$ cat config.mk
export PLATFORM = sky130hd
export DESIGN_NAME = s3_writeback_regfile
export DESIGN_NICKNAME = d
export VERILOG_FILES = /design/src/rtl/s3_writeback_regfile_pkg.sv /design/src/rtl/s3_writeback_regfile_regfile_2r1w.sv /design/src/rtl/s3_writeback_regfile.sv
export SDC_FILE = /design/constraint.sdc
export NUM_CORES = 2
export LEC_CHECK = 0
export CAP_MARGIN = 20
export CORE_ASPECT_RATIO = 0.8
export CORE_MARGIN = 8
export CORE_UTILIZATION = 30
export DETAILED_ROUTE_END_ITERATION = 8
export PLACE_DENSITY = 0.47
export SYNTH_ARGS = -nofsm -noshare
export SYNTH_HDL_FRONTEND = slang
export SYNTH_SLANG_ARGS = --single-unit
$ cat constraint.sdc
create_clock -name clk -period 3.11 [get_ports clk]
set_input_delay 0.622 -clock clk [delete_from_list [all_inputs] [get_ports clk]]
set_output_delay 0.622 -clock clk [all_outputs]
set_load 0.01 [all_outputs]
$ cat src/rtl/s3_writeback_regfile_pkg.sv
// Shared datapath dimensions for the S1/S2/S3 pipeline registers and the
// architectural register file.
package s3_writeback_regfile_pkg;
    localparam int DATA_W   = 32;
    localparam int ADDR_W   = 5;
    localparam int NUM_REGS = 32;

    localparam logic [ADDR_W-1:0] REG_ZERO = 5'd0;
endpackage

$ cat src/rtl/s3_writeback_regfile_regfile_2r1w.sv
// 2-read / 1-write architectural register file with asynchronous clear.
// Register 0 is hardwired to zero: writes are dropped and reads return 0.
module regfile_2r1w
    import s3_writeback_regfile_pkg::*;
#(
    parameter int DATA_W   = s3_writeback_regfile_pkg::DATA_W,
    parameter int ADDR_W   = s3_writeback_regfile_pkg::ADDR_W,
    parameter int NUM_REGS = s3_writeback_regfile_pkg::NUM_REGS
) (
    input  logic              clk,
    input  logic              rst_n,
    input  logic              we_i,
    input  logic [ADDR_W-1:0] waddr_i,
    input  logic [DATA_W-1:0] wdata_i,
    input  logic [ADDR_W-1:0] raddr1_i,
    input  logic [ADDR_W-1:0] raddr2_i,
    output logic [DATA_W-1:0] rdata1_o,
    output logic [DATA_W-1:0] rdata2_o
);
    logic [DATA_W-1:0] regs_q [NUM_REGS];

    // Entry 0 is cleared by reset and never written, so it always reads 0.
    always_ff @(posedge clk or negedge rst_n) begin
        if (!rst_n) begin
            for (int i = 0; i < NUM_REGS; i++) begin
                regs_q[i] <= '0;
            end
        end else if (we_i && (waddr_i != REG_ZERO)) begin
            regs_q[waddr_i] <= wdata_i;
        end
    end

    assign rdata1_o = (raddr1_i == REG_ZERO) ? '0 : regs_q[raddr1_i];
    assign rdata2_o = (raddr2_i == REG_ZERO) ? '0 : regs_q[raddr2_i];
endmodule

$ cat src/rtl/s3_writeback_regfile.sv
// Writeback stage: S3 pipeline register, commit into the register file, and
// bypass of the in-flight S3 write onto both read ports.
module s3_writeback_regfile
    import s3_writeback_regfile_pkg::*;
#(
    parameter int DATA_W   = s3_writeback_regfile_pkg::DATA_W,
    parameter int ADDR_W   = s3_writeback_regfile_pkg::ADDR_W,
    parameter int NUM_REGS = s3_writeback_regfile_pkg::NUM_REGS
) (
    input  logic              clk,
    input  logic              rst,
    input  logic [DATA_W-1:0] ALU_Out,
    input  logic [ADDR_W-1:0] S2_WriteSelect,
    input  logic              S2_WriteEnable,
    input  logic [ADDR_W-1:0] Reg_ReadSelect1,
    input  logic [ADDR_W-1:0] Reg_ReadSelect2,
    output logic [DATA_W-1:0] Reg_ReadData1,
    output logic [DATA_W-1:0] Reg_ReadData2,
    output logic [DATA_W-1:0] S3_WriteData,
    output logic [ADDR_W-1:0] S3_WriteSelect,
    output logic              S3_WriteEnable
);
    logic [DATA_W-1:0] s3_data_q, s3_data_d;
    logic [ADDR_W-1:0] s3_sel_q,  s3_sel_d;
    logic              s3_we_q,   s3_we_d;
    logic [DATA_W-1:0] raw_data1, raw_data2;

    assign s3_data_d = ALU_Out;
    assign s3_sel_d  = S2_WriteSelect;
    assign s3_we_d   = S2_WriteEnable;

    always_ff @(posedge clk or negedge rst) begin
        if (!rst) begin
            s3_data_q <= '0;
            s3_sel_q  <= '0;
            s3_we_q   <= 1'b0;
        end else begin
            s3_data_q <= s3_data_d;
            s3_sel_q  <= s3_sel_d;
            s3_we_q   <= s3_we_d;
        end
    end

    regfile_2r1w #(
        .DATA_W   (DATA_W),
        .ADDR_W   (ADDR_W),
        .NUM_REGS (NUM_REGS)
    ) u_regfile (
        .clk      (clk),
        .rst_n    (rst),
        .we_i     (s3_we_q),
        .waddr_i  (s3_sel_q),
        .wdata_i  (s3_data_q),
        .raddr1_i (Reg_ReadSelect1),
        .raddr2_i (Reg_ReadSelect2),
        .rdata1_o (raw_data1),
        .rdata2_o (raw_data2)
    );

    // x0 check comes first so a pending write to r0 is never forwarded.
    always_comb begin
        Reg_ReadData1 = raw_data1;
        if (Reg_ReadSelect1 == REG_ZERO) begin
            Reg_ReadData1 = '0;
        end else if (s3_we_q && (Reg_ReadSelect1 == s3_sel_q)) begin
            Reg_ReadData1 = s3_data_q;
        end
    end

    always_comb begin
        Reg_ReadData2 = raw_data2;
        if (Reg_ReadSelect2 == REG_ZERO) begin
            Reg_ReadData2 = '0;
        end else if (s3_we_q && (Reg_ReadSelect2 == s3_sel_q)) begin
            Reg_ReadData2 = s3_data_q;
        end
    end

    assign S3_WriteData   = s3_data_q;
    assign S3_WriteSelect = s3_sel_q;
    assign S3_WriteEnable = s3_we_q;
endmodule

==> results_dict.tcl <==
set metrics [dict create \
    hold_violations 0 \
    multiInputGateArea_um2 28700 \
    overflow 0 \
    seq_area_um2 26600 \
    die_height_um 404 \
    drt_first_pass_iters 7 \
    rows 142 \
    vias_per_cell 5.57 \
    relSlewSlack_pct 34.7 \
    arrival_ns 3.00 \
    core_um2 187000 \
    ys.flop_type "dfrtp_1" \
    grt_pass1_vias 40100 \
    avgSynthCellArea_um2 14.5 \
    fmax_mhz 276 \
    crit_start "S3_WriteSelect[4]" \
    drive_gt1_share_pct 57.0 \
    drt-initial-drc-count 3291 \
    place.gp.congestion 0.817 \
    async_reset_ff_share_pct 100 \
    initial_core_util_pct 30.1 \
    violations "negative setup slack" \
    clock_skew_ns 0.0352 \
    start_kind "flip-flop" \
    synthCells 3879 \
    cp-end-kind "primary output" \
    holdPathStages 1 \
    clk_pin_slew_worst_paths_ns 0.07 \
    antenna_found_initial 3 \
    yosysWarnings 0 \
    cts_tree "done" \
    max_cap_viol_count 0 \
    p_leak_nw 30.6 \
    pre_cts_ws_ns -1.01 \
    ioPinCount 152 \
    synth_area_leaders "dfrtp_1 47%, mux2_2 21%, mux4_2 17%" \
    power.internal_w 0.0311 \
    critPathMaxStageDelay_ns 0.46 \
    fin_ws_ns -0.512 \
    cts_buffer_depth 3 \
    cts-root-buf "clkbuf_16" \
    synth_compound_area_share_pct 4.55 \
    endpoint "Reg_ReadData1[1]" \
    synth_edf_count 0 \
    worst_pin_slew_ns 0.977 \
    synth_fp_nets 3929 \
    synth_simple_gate_area_share_pct 2.96 \
    h-tree-depth 3 \
    fin_nets 4371 \
    hpwl_um 145000 \
    slew_violations 0 \
    gr-usage-all-layers_pct 21.9 \
    antenna_left 0 \
    cts_sinks 1062 \
    finalWirelength_um 224000 \
    r2r-end "u_regfile.regs_q[904]" \
    synth_top_family_by_area "multiplexers" \
    die_w_um 501 \
    area_delta_synth_final_pct 25.8 \
    seqPwrFrac_pct 42.4 \
    synth_top_cell_by_area "dfrtp_1" \
    ys_seq_area_share_pct 47.2 \
    switching_share_pct 27.9 \
    ys_types 61 \
    timing.rr.start "S3_WriteSelect[4]" \
    pwr-share-comb_pct 21.5 \
    crit_slowest_cell "dfrtp_2" \
    synth.top_cell.area_share_pct 47.2 \
    netlist_area_um2 56300 \
    grt_pass1_wl_um 322000 \
    synth_xor_xnor_area_share_pct 0.155 \
    pwr-share-clk_pct 36.0 \
    worstPathMaxFanout 3 \
    fin_crit_sh_pct 116 \
    path_class "reg2out" \
    setup_viol_count_final 64 \
    numCtsBuffers 121 \
    grt_max_degree 96 \
    powerDensity_nw_per_um2 608 \
    port_buffers 151 \
    path_delay_family "simple AND/OR/NAND/NOR gates" \
    rsz0062_at_grt "true" \
    drc 0 \
    critPathBufInv 4 \
    crit_cells 9 \
    nFillCells 17700 \
    worst_skew_pair.late_latency_ns 0.77 \
    cp_cell_sequence "xor2_1 > nor3_4 > buf_4 > buf_4 > and4_4 > buf_6 > or4_4 > o211ai_1 > buf_2" \
    synthMuxAreaShare_pct 41.2 \
    cpMostUsedCell "buf_4" \
    ff2ff_setup_slack_ns 0.37 \
    period_needed_ns 3.62 \
    synthAdderAreaFrac_pct 0 \
    status "finished with violations" \
    required_ns 2.49 \
    hold_slack_ns 0.275 \
    r2r_cells 6 \
    vias 38700 \
    switchingPower_w 0.0120 \
    ys_seq_elements 1062 \
    irDropWorstVdd_mv 0.489 \
    hold_class "in2reg" \
    dieArea_um2 202000 \
    wl_per_cell_um 32.3 \
]
## synth_stat cells (3+ instances only)
cell type,instances
xnor2_1,7
nand3b_1,6
nor4_1,11
clkbuf_1,217
buf_2,92
o211ai_1,37
buf_1,63
mux2_1,8
nand4_1,17
o211a_1,8
nand3_1,44
o22a_1,17
a211oi_1,5
o21ai_0,49
buf_6,23
or2_2,6
o21ai_1,4
and3b_1,5
nor2_1,50
o2111ai_1,11
buf_8,9
mux4_1,9
o221ai_1,23
nand2b_1,8
and3_1,3
nor2b_1,6
a22o_1,9
dfrtp_1,1062
buf_4,34
a22oi_1,32
or3b_2,3
a221oi_1,28
mux2i_1,134
mux4_2,434
nor3_1,13
nor3b_1,7
a21oi_1,76
o22ai_1,65
mux2_2,1046
or4_1,3
xor2_1,3
nand2_1,166
## layer usage
layer | global-route usage, % | routed length, µm | vias up
met1 | 31.8 | 103000 | 21200
met4 | 5.51 | 6620 | 0
met3 | 3.66 | 12900 | 320
met2 | 34.0 | 102000 | 1341
li1 | - | - | 15800
met5 | 0 | 0 | -
## flip-flops by register name, summed over array words and instances, names as in the netlist
| register | flops |
|---|---|
| S3_WriteData | 32 |
| S3_WriteEnable | 1 |
| S3_WriteSelect | 5 |
| u_regfile.regs_q | 1024 |
## power groups by stage
stage | clock, W | combinational, W | sequential, W
floorplan | 0 | 0.00609 | 0.0177
global placement | 0 | 0.00894 | 0.0184
detailed placement | 0 | 0.00906 | 0.0184
CTS | 0.0159 | 0.00932 | 0.0182
global route | 0.0165 | 0.00993 | 0.0186
finish | 0.0155 | 0.00928 | 0.0183
## layout by cell type, fill, tap and decap left out, drive strengths merged, types with 11 or more instances in the layout
cell type,count
dfrtp,1062
mux2,1054
buf,677
mux4,443
clkbuf,174
nand2,166
mux2i,134
clkdlybuf4s50,76
a21oi,76
o22ai,65
o21ai,53
nor2,50
nand3,44
o211ai,37
clkinv,33
a22oi,32
a221oi,29
o221ai,23
nand4,17
o22a,17
bufinv,16
nor3,13
nor4,11
o2111ai,11
## per-stage QoR
step | instance area, µm² | util [%] | TNS (ns) | total power (W) | std cells
2_1_floorplan | 56300 | - | 0 | 0.0238 | 3879
3_3_place_gp | 64900 | 34.7 | -38.18 | 0.0273 | 6662
3_5_place_dp | 64900 | 34.7 | -38.41 | 0.0275 | 6662
4_1_cts | 70500 | 37.7 | -25.36 | 0.0434 | 6935
5_1_grt | 70900 | 37.9 | -30.92 | 0.0450 | 6944
6_report | 70900 | 37.9 | -22.14 | 0.0431 | 6945
## worst register-to-register path: stages (launching register included)
cell	delay, ns
dfrtp_2	0.46
buf_12	0.16
buf_4	0.15
nor3_1	0.67
nand2_4	0.48
buf_4	0.38
mux2_2	0.29
## timing repair
action	4_1_cts	5_1_grt
resized for setup	513	54
buffers inserted	67	16
cloned	0	1
hold endpoints to repair	22	0
hold buffers	1	0
endpoints found under the setup margin	64	65
pin swaps	59	18
## area by class of cell
cell class	count	share of cell area, %
Clock inverter	55	1.00
Tap cell	2520	4.45
Antenna cell	1	0.00353
Inverter	4	0.0212
Sequential cell	1062	37.5
Timing Repair Buffer	760	11.6
Clock buffer	171	5.00
Multi-Input combinational cell	2372	40.5
## worst min path at each step
stage                           startpoint                     end  slack [ns]
global route                   ALU_Out[21]        S3_WriteData[21]        0.24
global placement     u_regfile.regs_q[997]   u_regfile.regs_q[997]        0.38
detailed placement  u_regfile.regs_q[1023]  u_regfile.regs_q[1023]        0.38
floorplan                              rst         S3_WriteData[0]        0.33
CTS                            ALU_Out[21]        S3_WriteData[21]        0.22
finish                         ALU_Out[21]        S3_WriteData[21]        0.27
## logic make-up after synthesis
kind of cell           after synthesis
AO/OA/AOI/OAI                      376
XOR/XNOR                            10
buffers and inverters              445
flip-flops                        1062
multiplexers                      1631
AND/OR/NAND/NOR                    355
Power figures use the tool's default switching activity.
